## src/rtl/sd_link_pkg.sv

```systemverilog
// Shared types for the SD-SPI link router.
package sd_link_pkg;

  // Safe-switch FSM states
  typedef enum logic [1:0] {
    IDLE,
    WAIT,
    SWITCH
  } fsm_e;

  // Wide enough for one physical target plus up to seven virtual slots
  localparam int unsigned TGT_W = 3;
  typedef logic [TGT_W-1:0] tgt_t;

  // Target 0 is always the physical card
  localparam tgt_t TGT_PHY = '0;

endpackage

```

## src/rtl/sd_link_mux_act_timer.sv

```systemverilog
// Per-target inactivity timer: restarts on kick, saturates at TIMEOUT.
module sd_act_timer #(
  parameter int unsigned TIMEOUT = 1000000
) (
  input  logic clk_sys,
  input  logic reset,
  input  logic kick,
  output logic act
);

  localparam int unsigned CNT_W = $clog2(TIMEOUT + 1);
  localparam logic [CNT_W-1:0] LIMIT = CNT_W'(TIMEOUT);

  logic [CNT_W-1:0] cnt_q;

  // Count idle cycles since the last kick, holding at the limit
  always_ff @(posedge clk_sys or posedge reset) begin
    if (reset) begin
      cnt_q <= LIMIT;
    end else if (kick) begin
      cnt_q <= '0;
    end else if (cnt_q != LIMIT) begin
      cnt_q <= cnt_q + 1'b1;
    end
  end

  assign act = (cnt_q < LIMIT);

endmodule

```

## src/rtl/sd_link_mux.sv

```systemverilog
// SD-SPI router between the core's SPI master, the physical card and the
// HPS-backed virtual slots. Target changes only commit on a settled idle bus.
module sd_link_mux
  import sd_link_pkg::*;
#(
  parameter int unsigned NUM_VIRT = 1,
  parameter int unsigned TIMEOUT  = 1000000,
  parameter int unsigned SETTLE   = 16,
  parameter int unsigned SEL_W    = $clog2(NUM_VIRT + 1)
) (
  input  logic                clk_sys,
  input  logic                reset,
  input  logic [NUM_VIRT-1:0] img_mounted,
  input  logic [NUM_VIRT-1:0] img_nz,
  input  logic                sck,
  input  logic                ss,
  input  logic                mosi,
  output logic                miso,
  output logic                phy_sck,
  output logic                phy_ss,
  output logic                phy_mosi,
  input  logic                phy_miso,
  output logic                v_sck,
  output logic                v_mosi,
  output logic [NUM_VIRT-1:0] v_ss,
  input  logic [NUM_VIRT-1:0] v_miso,
  output logic [SEL_W-1:0]    sel,
  output logic                busy,
  output logic [NUM_VIRT:0]   act,
  output logic                led_user,
  output logic                led_disk
);

  localparam int unsigned SCNT_W = (SETTLE > 1) ? $clog2(SETTLE) : 1;
  localparam logic [SCNT_W-1:0] SETTLE_LAST = SCNT_W'(SETTLE - 1);

  fsm_e              state_q;
  tgt_t              sel_q;
  tgt_t              pending_q;
  logic [SCNT_W-1:0] scnt_q;

  logic req_valid;
  tgt_t req;
  tgt_t next_pend;

  // Mount arbiter: descending scan so the lowest valid slot wins
  always_comb begin
    req_valid = 1'b0;
    req       = TGT_PHY;
    for (int k = int'(NUM_VIRT) - 1; k >= 0; k--) begin
      if (img_mounted[k]) begin
        if (img_nz[k]) begin
          req_valid = 1'b1;
          req       = tgt_t'(k + 1);
        end else if (sel_q == tgt_t'(k + 1) ||
                     (state_q != IDLE && pending_q == tgt_t'(k + 1))) begin
          // Ejecting the live or pending slot falls back to the physical card
          req_valid = 1'b1;
          req       = TGT_PHY;
        end
      end
    end
  end

  assign next_pend = req_valid ? req : pending_q;

  // Safe-switch FSM: wait for SETTLE consecutive deselected cycles, then commit
  always_ff @(posedge clk_sys or posedge reset) begin
    if (reset) begin
      state_q   <= IDLE;
      sel_q     <= TGT_PHY;
      pending_q <= TGT_PHY;
      scnt_q    <= '0;
    end else begin
      unique case (state_q)
        IDLE: begin
          if (req_valid && req != sel_q) begin
            state_q   <= WAIT;
            pending_q <= req;
            scnt_q    <= '0;
          end
        end
        WAIT: begin
          pending_q <= next_pend;
          if (next_pend == sel_q) begin
            state_q <= IDLE;
          end else if (ss) begin
            if (scnt_q == SETTLE_LAST) begin
              state_q <= SWITCH;
            end else begin
              scnt_q <= scnt_q + 1'b1;
            end
          end else begin
            scnt_q <= '0;
          end
        end
        SWITCH: begin
          sel_q   <= pending_q;
          state_q <= IDLE;
        end
        default: state_q <= IDLE;
      endcase
    end
  end

  // Routing: only the committed target sees the bus; all parked during the switch
  always_comb begin
    phy_sck  = 1'b0;
    phy_ss   = 1'b1;
    phy_mosi = 1'b0;
    v_sck    = 1'b0;
    v_mosi   = 1'b0;
    v_ss     = '1;
    miso     = 1'b1;
    if (!reset && state_q != SWITCH) begin
      if (sel_q == TGT_PHY) begin
        phy_sck  = sck;
        phy_ss   = ss;
        phy_mosi = mosi;
        miso     = phy_miso;
      end else begin
        v_sck  = sck;
        v_mosi = mosi;
        for (int k = 0; k < int'(NUM_VIRT); k++) begin
          if (sel_q == tgt_t'(k + 1)) begin
            v_ss[k] = ss;
            miso    = v_miso[k];
          end
        end
      end
    end
  end

  logic [1:0] mosi_h;
  logic [1:0] miso_h;
  logic       toggle;

  // Two-stage data history; miso idles high on SPI
  always_ff @(posedge clk_sys or posedge reset) begin
    if (reset) begin
      mosi_h <= 2'b00;
      miso_h <= 2'b11;
    end else begin
      mosi_h <= {mosi_h[0], mosi};
      miso_h <= {miso_h[0], miso};
    end
  end

  assign toggle = (mosi_h[1] ^ mosi_h[0]) | (miso_h[1] ^ miso_h[0]);

  for (genvar t = 0; t < NUM_VIRT + 1; t++) begin : g_tgt
    sd_act_timer #(
      .TIMEOUT(TIMEOUT)
    ) u_timer (
      .clk_sys(clk_sys),
      .reset  (reset),
      .kick   (toggle && (sel_q == tgt_t'(t))),
      .act    (act[t])
    );
  end

  assign sel      = sel_q[SEL_W-1:0];
  assign busy     = (state_q != IDLE);
  assign led_user = |act[NUM_VIRT:1];
  assign led_disk = act[0];

endmodule

```

## config.mk

```make
export PLATFORM = sky130hd
export DESIGN_NAME = sd_link_mux
export DESIGN_NICKNAME = d
export VERILOG_FILES = /design/src/rtl/sd_link_pkg.sv /design/src/rtl/sd_link_mux_act_timer.sv /design/src/rtl/sd_link_mux.sv
export SDC_FILE = /design/constraint.sdc
export NUM_CORES = 1
export LEC_CHECK = 0
export BUFFER_PORTS_ARGS = -buffer_cell sky130_fd_sc_hd__clkbuf_2
export CELL_PAD_IN_SITES_DETAIL_PLACEMENT = 2
export CELL_PAD_IN_SITES_GLOBAL_PLACEMENT = 2
export CORE_AREA = 2 2 93 95
export DETAILED_ROUTE_END_ITERATION = 6
export DIE_AREA = 0 0 95 97
export GPL_ROUTABILITY_DRIVEN = 0
export PLACE_DENSITY = 0.82
export SLEW_MARGIN = 0
export SYNTH_ARGS = -nofsm -noshare
export SYNTH_HDL_FRONTEND = slang
export SYNTH_SLANG_ARGS = --single-unit
export TNS_END_PERCENT = 100
```

## constraint.sdc

```tcl
create_clock -name clk_sys -period 4.2 [get_ports clk_sys]
set_clock_uncertainty 0.05 [all_clocks]
set_input_delay 0 -clock clk_sys [delete_from_list [all_inputs] [get_ports clk_sys]]
set_output_delay 0 -clock clk_sys [all_outputs]
set_load 0.02 [all_outputs]
```

# [Word level (Yosys, flattened, before mapping)]
# Cells that the tools add are included.
[word_totals] in_bits=9 word_cells=85 register_bits=56
[op_classes] bitwise=3 addsub=3 magnitude_cmp=2 muxes=38 eq_ne=15 reduce_logical=16
[op_table] op="2-to-1 mux 20 bit" n=4
[op_table] op="adder 20 x 1 -> 20 bit, second input constant" n=2
[op_table] op="less-than comparator 20 bit, second input constant" n=2
[op_table] op="inequality test 20 bit, second input constant" n=2
[op_table] op="2-to-1 mux 1 bit" n=21
[op_table] op="2-to-1 mux 4 bit" n=4
[op_table] op="inequality test 3 bit, second input constant" n=3
[op_table] op="2-to-1 mux 2 bit" n=4
[op_table] op="case mux 4 bit (2 select lines)" n=1
[op_table] op="nonzero test 2 bit" n=4
[op_table] op="== test 3 x 1 -> 1 bit, second input constant" n=2
[op_table] op="2-to-1 mux 3 bit" n=2
[op_table] op="inequality test 2 bit, second input constant" n=3
[op_table] op="case mux 3 bit (2 select lines)" n=1
[op_table] op="logical AND 1 bit" n=5
[op_table] op="adder 4 x 1 -> 4 bit, second input constant" n=1
[op_table] op="== test 4 bit, second input constant" n=1
[op_table] op="case mux 2 bit (2 select lines)" n=1
[op_table] op="AND reduction 4 bit" n=1
[op_table] op="== test 3 bit" n=1
[op_table] op="zero test 3 bit" n=1
[op_table] op="inequality test 3 bit" n=1
[op_table] op="AND reduction 3 bit" n=1
[op_table] op="== test 2 x 1 -> 1 bit, second input constant" n=1
[op_table] op="7 further kinds" n=8

# [Longest topological paths before layout]
# Gate-level depths: netlist of the first run.
[depth] ltp_word=10 ltp_mapped=6 depth_no_buf=6

# [By module]
# Synthesis of the first run repeated with hierarchy kept, for this count alone.
[unflattened] hier_cells=342 area_unflattened_um2=3334.4
[by_module_without_submodules] module="sd_act_timer" cells_each=120 n_inst=2 area_per_inst_um2=1159.9
[by_module_without_submodules] module="sd_link_mux" cells_each=102 n_inst=1 area_per_inst_um2=1014.7

# [Worst setup path before layout of the first run]
# No wires, ideal clock.
[synth_path] path_type="input -> register" startpoint="input port reset" endpoint="register miso_h[0]" path_buffers=0 stages=3 arrival_ns=1.763 required_ns=3.999 setup_time_ns=0.151 slack_ns=2.236 path_cell_list="inv_1 -> and2_0 -> nand3_1"
[synth_via] elab_chain_len=3
[synth_lines] item="start: declaration" line_no="sd_link_mux.sv:12" text="input logic reset,"
[synth_lines] item="zero test 1 bit (no line)"
[synth_lines] item="logical AND 1 bit" line_no="sd_link_mux.sv:115" text="if (!reset && state_q != SWITCH) begin"
[synth_lines] item="2-to-1 mux 1 bit" line_no="sd_link_mux.sv:115"
[synth_lines] item="named net miso" line_no="sd_link_mux.sv:18" text="output logic miso,"
[synth_lines] item="end signal: assignment" line_no="sd_link_mux.sv:145" text="miso_h <= {miso_h[0], miso};"
[synth_lines] item="end: declaration" line_no="sd_link_mux.sv:135" text="logic [1:0] miso_h;"
# The timed path passes the listed nets, and every way through them passes these cells.
# A chain may end at the register's enable or synchronous reset.

# [Worst setup path after layout of the first run]
[layout_path] startpoint="register sel_q[0]" endpoint="register scnt_q[2]"
[layout_via] elab_chain_len=9
[layout_lines] item="start: declaration" line_no="sd_link_mux.sv:38" text="tgt_t sel_q;"
[layout_lines] item="start signal: assignment" line_no="sd_link_mux.sv:98" text="sel_q <= pending_q;"
[layout_lines] item="== test 3 x 1 -> 1 bit" line_no="sd_link_mux.sv:55" text="end else if (sel_q == tgt_t'(k + 1) ||"
[layout_lines] item="logical OR 1 bit" line_no="sd_link_mux.sv:55"
[layout_lines] item="2-to-1 mux 1 bit" line_no="sd_link_mux.sv:55"
[layout_lines] item="2-to-1 mux 1 bit" line_no="sd_link_mux.sv:52" text="if (img_nz[k]) begin"
[layout_lines] item="2-to-1 mux 1 bit" line_no="sd_link_mux.sv:51" text="if (img_mounted[k]) begin"
[layout_lines] item="2-to-1 mux 3 bit" line_no="sd_link_mux.sv:65" text="assign next_pend = req_valid ? req : pending_q;"
[layout_lines] item="== test 3 bit" line_no="sd_link_mux.sv:85" text="if (next_pend == sel_q) begin"
[layout_lines] item="inequality test 2 bit (no line)"
[layout_lines] item="AND reduction 4 bit (no line) (*)"
[layout_lines] item="end signal: assignment" line_no="sd_link_mux.sv:91" text="scnt_q <= scnt_q + 1'b1;"
[layout_lines] item="end: declaration" line_no="sd_link_mux.sv:40" text="logic [SCNT_W-1:0] scnt_q;"
# Mark *: on every way between the ends. The rest lies on a longest branch, timed or not.

==> results_dict.tcl, run 1 <==
set metrics [dict create \
    post-route-min-period_ps 2050 \
    cts_hold_buf 5 \
    htreeDepth 2 \
    fin_area_um2 3470 \
    postRouteAntennaNets 0 \
    synth_top_cell_area_share_pct 31.9 \
    yosysWarnings 0 \
    grt_usage_pct 19.4 \
    rr_worst_depth 5 \
    p_per_area_nw_per_um2 314 \
    hold_depth 3 \
    synth_area_leaders "dfrtp_1 32%, dfstp_2 13%, nor2_1 5.0%" \
    detailed_place_hpwl_mm 5.91 \
    setup_violations 0 \
    die_area_um2 9220 \
    root_buffer "clkbuf_8" \
    first_pass_iters 4 \
    num-nets-final 362 \
    yosysSeqAreaShare_pct 45.3 \
    slowest_delay_ps 590 \
    max_slew_margin_pct 51.3 \
    max_freq_mhz 487 \
    vdd_ir_drop_max_uv 223 \
    insertion_delay_ps 310 \
    synth_ff_type "dfrtp_1" \
    post_cts_resize_count 0 \
    die_height_um 97 \
    finalHoldViolCount 0 \
    core_um2 8130 \
    rows 33 \
    path_cells "nor3b_4 > mux2i_1 > a31o_2 > a41oi_1 > o21ai_1" \
    max_cap_violations 0 \
    vias 2521 \
    grt_overflow 0 \
    outcome "completed" \
    async_flop_share_pct 100 \
    syn_to_final_growth_pct 10.7 \
    grt_pass1_vias 2792 \
    cts_buffer_depth 2 \
    worst-path-buf-inv 0 \
    syn-num-nets 337 \
    hold_class "input port to flop" \
    cts_made_buffers 5 \
    post-cts-setup-buffers 0 \
    diodes 0 \
    cts_tree "built" \
    port_buffers 21 \
    critPathLaunchType "flop" \
    ys_seq_elements 56 \
    critical-path-top-delay-family "multiplexers" \
    worst_pin_slew_ps 730 \
    grt_max_degree 57 \
    final_max_slew_viol_count 0 \
    clkTransAtPathRegs_ps 90 \
    netlist.top_cell.by_area "dfrtp_1" \
    dpl_cell_area_um2 3330 \
    initial_core_util_pct 38.6 \
    clkSinkCount 56 \
    arrival_ps 2240 \
    wl_per_cell_um 18.2 \
    io_pins 22 \
    crit_fanout 9 \
    via_per_inst 5.55 \
    antenna_found_initial 0 \
    required_ps 4380 \
    p_leak_uw 0.00141 \
    cpMaxStageDelayCell "mux2i_1" \
    grt_pass1_wl_mm 14.3 \
    wirelength_mm 8.25 \
    syn_avg_cell_area_um2 9.72 \
    drive_above_1_share_pct 19.2 \
    crit_type "flop to flop" \
    drt_iter0_markers 101 \
    min_period_over_period_pct 48.9 \
    cp-end-kind "flop" \
    setup_tns_ps 0 \
    path_depth 5 \
    synth_cells 323 \
    synth-edff-count 0 \
    grt_setup_unrepaired "no" \
    synth_area_um2 3140 \
    post-route-drc-count 0 \
    die_w_um 95 \
    ys_types 57 \
]
[Yosys cell counts, drive strengths merged, types with 6 or more instances]
library cell,instances
a21oi,12
and3,11
buf,6
dfrtp,40
dfstp,16
inv,13
nand2,17
nand3,15
nand4,12
nor2,43
nor3,10
o21ai,13
or3,8
xnor2,16
xor2,17
[state kept, by name, indices dropped and copies added, names as in the netlist]
register	count
g_tgt.u_timer.cnt_q	40
miso_h	2
mosi_h	2
pending_q	3
scnt_q	4
sel_q	3
state_q	2
[cells in the final DEF (no fill, tap or decap), types with 3 or more instances in the layout]
cell type      count
ha_1               5
and3_1            11
and2_1             3
nor4_1             3
a21o_1             3
nor2_1            42
xnor2_1           16
clkbuf_2          21
nor3_1            10
nand4_1            9
dlygate4sd3_1      5
xor2_1            17
or3b_2             3
o21ai_0           12
a21oi_1           12
nand3_1           15
nand2b_1           5
nand2_1           17
mux2_2             3
or3_1              7
nor2b_1            4
dfstp_2           16
mux2i_1            5
nor4b_1            3
inv_1             12
buf_4              3
dfrtp_1           40
clkbuf_8           6
nand3b_1           3
[cell type report]
cell class | count | area (µm²)
Fill cell | 899 | 4660
Multi-Input combinational cell | 243 | 1610
Sequential cell | 56 | 1420
Timing Repair Buffer | 29 | 178
Tap cell | 105 | 131
Clock buffer | 8 | 90.1
Inverter | 13 | 48.8
[cell families after synthesis]
group           after synthesis  share of synthesized area, %
simple gates                153                          28.6
flops                        56                          45.3
compound gates               44                          8.65
xor+xnor                     33                          9.21
buf+inv                      24                          3.55
mux                           8                          2.67
fa+ha+maj                     5                          1.99
[worst min-delay path: cells and delay by family]
kind                   cells  cell delay (ps)
buffers and inverters      1              180
AOI/OAI and AO/OA          2              300
[per-layer routing]
metal	share of wire, %	track usage (%)	vias to the layer above
met4	0.70	3.68	0
met1	45	25.2	1310
met2	52	34.2	28
li1	-	-	1179
met5	0	0	-
met3	1.9	2.65	4
[power by group]
part / switching, µW / total [µW] / internal [µW] / leakage, µW
Sequential: 39.8 / 604 / 564 / 0.000697
Combinational: 106 / 173 / 67.5 / 0.000671
Clock: 178 / 314 / 135 / 0.0000455
[final timing paths]
path	startpoint	end	slack, ps
max in group asynchronous	reset	pending_q[1]	3200
min in group asynchronous	reset	g_tgt[1].u_timer.cnt_q[13]	420
max reg2reg	sel_q[0]	scnt_q[2]	2150
min	img_nz	pending_q[0]	160
max	sel_q[0]	scnt_q[2]	2150
min reg2reg	miso_h[0]	miso_h[1]	330
[per-stage QoR]
step           utilization, %  worst slack (ps)  cells  hold slack [ps]  power (µW)
2_1_floorplan               -              2240    323            -18.6         733
3_3_place_gp             41.0              2350    441              107         770
3_5_place_dp             41.0              2150    441              115         784
4_1_cts                  42.7              2160    454              171        1110
5_1_grt                  42.7              1990    454              195        1150
6_report                 42.7              2150    454              160        1090
Power figures use the tool's default switching activity.
==> inputs of run 2 (changes only) <==
clock period = 1.9 ns   (was 4.2 ns; I/O delays follow)
==> run 2 against run 1 <==
The run now ends with negative setup slack left. Sequential power grew 120%. Via count grew 3.2%. Non-clock buffer count grew 18. Combinational power grew 150%. Final cell count grew 4.0%. Routed wire length grew 2.0%. Worst hold slack lost 39 ps. Register-to-register slack lost 2100 ps. Utilization grew 2.3 points. Largest power group unchanged.
==> results_dict.tcl, run 2 (synthesis gave the netlist of run 1 again) <==
set metrics [dict create \
    outcome "complete, but fails checks" \
    violations "negative setup slack" \
    die_w_um 95 \
    initial_core_util_pct 38.6 \
    largest_reg_flops 40 \
    dp_cells 454 \
    dpl_cell_area_um2 3450 \
    clkSinkCount 56 \
    drt_iter0_markers 67 \
    antenna_found_initial 0 \
    grt_setup_unrepaired "yes" \
    setup_violations 2 \
    htreeDepth 2 \
    largestRegisters "g_tgt.u_timer.cnt_q: 40 flops, scnt_q: 4 flops" \
    critPathLaunchType "flop" \
    fin_ws_ps -27.7 \
    hold_slack_ps 121 \
    path_depth 4 \
    cpMaxStageDelayCell "or4_4" \
    grt_pass1_vias 2947 \
    first_pass_iters 4 \
    layout_common_cells "42 x nor2_1, 40 x dfrtp_1, 22 x buf_4" \
    cts_tree "built" \
    num-nets-final 380 \
    max_freq_mhz 519 \
    detailed_place_hpwl_mm 5.92 \
    final_max_slew_viol_count 0 \
    arrival_ps 1880 \
    vdd_ir_drop_max_uv 387 \
    post-route-drc-count 0 \
    cts_made_buffers 5 \
    critical-path-top-delay-family "simple AND/OR/NAND/NOR gates" \
    hold_class "input port to flop" \
    wl_per_cell_um 17.8 \
    slowest_delay_ps 560 \
    wirelength_mm 8.41 \
    clkTransAtPathRegs_ps 100 \
    crit_fanout 2 \
    finalHoldViolCount 0 \
    hold_depth 3 \
    grt_overflow 0 \
    cp-end-kind "primary output" \
    p_leak_uw 0.00152 \
    root_buffer "clkbuf_8" \
    core_um2 8130 \
    grt_max_degree 57 \
    diodes 0 \
    cts_buffer_depth 2 \
    final_common_cell "nor2_1" \
    worst_pin_slew_ps 728 \
    max_slew_margin_pct 51.5 \
    regMostFlops "g_tgt.u_timer.cnt_q" \
    insertion_delay_ps 310 \
    crit_type "flop to primary output" \
    fin_area_um2 3660 \
    path_cells "or4_4 > o21a_1 > o21ai_2 > clkbuf_8" \
    rr_worst_depth 5 \
    io_pins 22 \
    postRouteAntennaNets 0 \
    port_buffers 21 \
    p_per_area_nw_per_um2 652 \
    die_area_um2 9220 \
    rows 33 \
    syn_to_final_growth_pct 16.6 \
    max_cap_violations 0 \
    die_height_um 97 \
    post-route-min-period_ps 1930 \
    worst-path-buf-inv 1 \
    drive_above_1_share_pct 24.3 \
    grt_usage_pct 19.6 \
    grt_pass1_wl_mm 14.6 \
    instances_no_fill 472 \
    min_period_over_period_pct 101 \
    vias 2601 \
    required_ps 1850 \
    via_per_inst 5.51 \
]
==> run 2: cell type report <==
type | instances | area, µm²
repair buffers | 47 | 348
fillers | 884 | 4480
clock buffers | 7 | 76.3
well taps | 105 | 131
flip-flops and latches | 56 | 1420
multi-input cells | 243 | 1620
clock inverters | 1 | 5.00
inverters | 13 | 52.6
==> run 2: timing repair <==
item                                    in CTS  in global routing
resized for setup                            6                  9
buffers inserted                             2                  3
pin swaps                                    2                  5
hold buffers                                 5                  0
endpoints found under the hold margin       43                  0
endpoints found under the setup margin       4                 11
gates cloned                                 0                  0
==> run 2: worst register-to-register path, stage by stage (launching register included) <==
cell	delay, ps
dfrtp_1	410
or4_4	560
nor4_2	160
and4_4	290
mux2i_1	200
nor2_1	60
==> run 2: where the power goes <==
part	internal, µW	total (µW)	switching (µW)
clock network	260	643	382
registers	1250	1320	70.9
logic	170	424	254
==> run 2: per-stage QoR <==
step	utilization, %	setup slack (ps)	TNS, ps	total power [µW]
finish	45.0	-27.7	-48.1	2380
global route	45.0	-87.5	-263	2520
CTS	44.5	-12.6	-18.3	2420
detailed placement	42.4	49.0	0	1750
global placement	42.4	135	0	1720
floorplan	-	147	0	1620
==> run 2: per-layer routing <==
metal,wire length (µm),vias up,global-route usage [%]
met5,0,-,0
met4,65,0,3.79
met3,142,6,2.65
met2,4400,25,34.5
met1,3800,1355,25.6
li1,-,1215,-
==> run 2: path summary, 6_finish.rpt <==
| check | start | endpoint | slack (ps) |
|---|---|---|---|
| worst min register to register | miso_h[0] | miso_h[1] | 330 |
| worst min-delay path | img_nz | pending_q[0] | 120 |
| max in group asynchronous | reset | pending_q[0] | 860 |
| worst max register to register | g_tgt[0].u_timer.cnt_q[12] | g_tgt[0].u_timer.cnt_q[1] | 50 |
| min in group asynchronous | reset | pending_q[1] | 450 |
| worst max-delay path | g_tgt[0].u_timer.cnt_q[12] | led_disk | -30 |
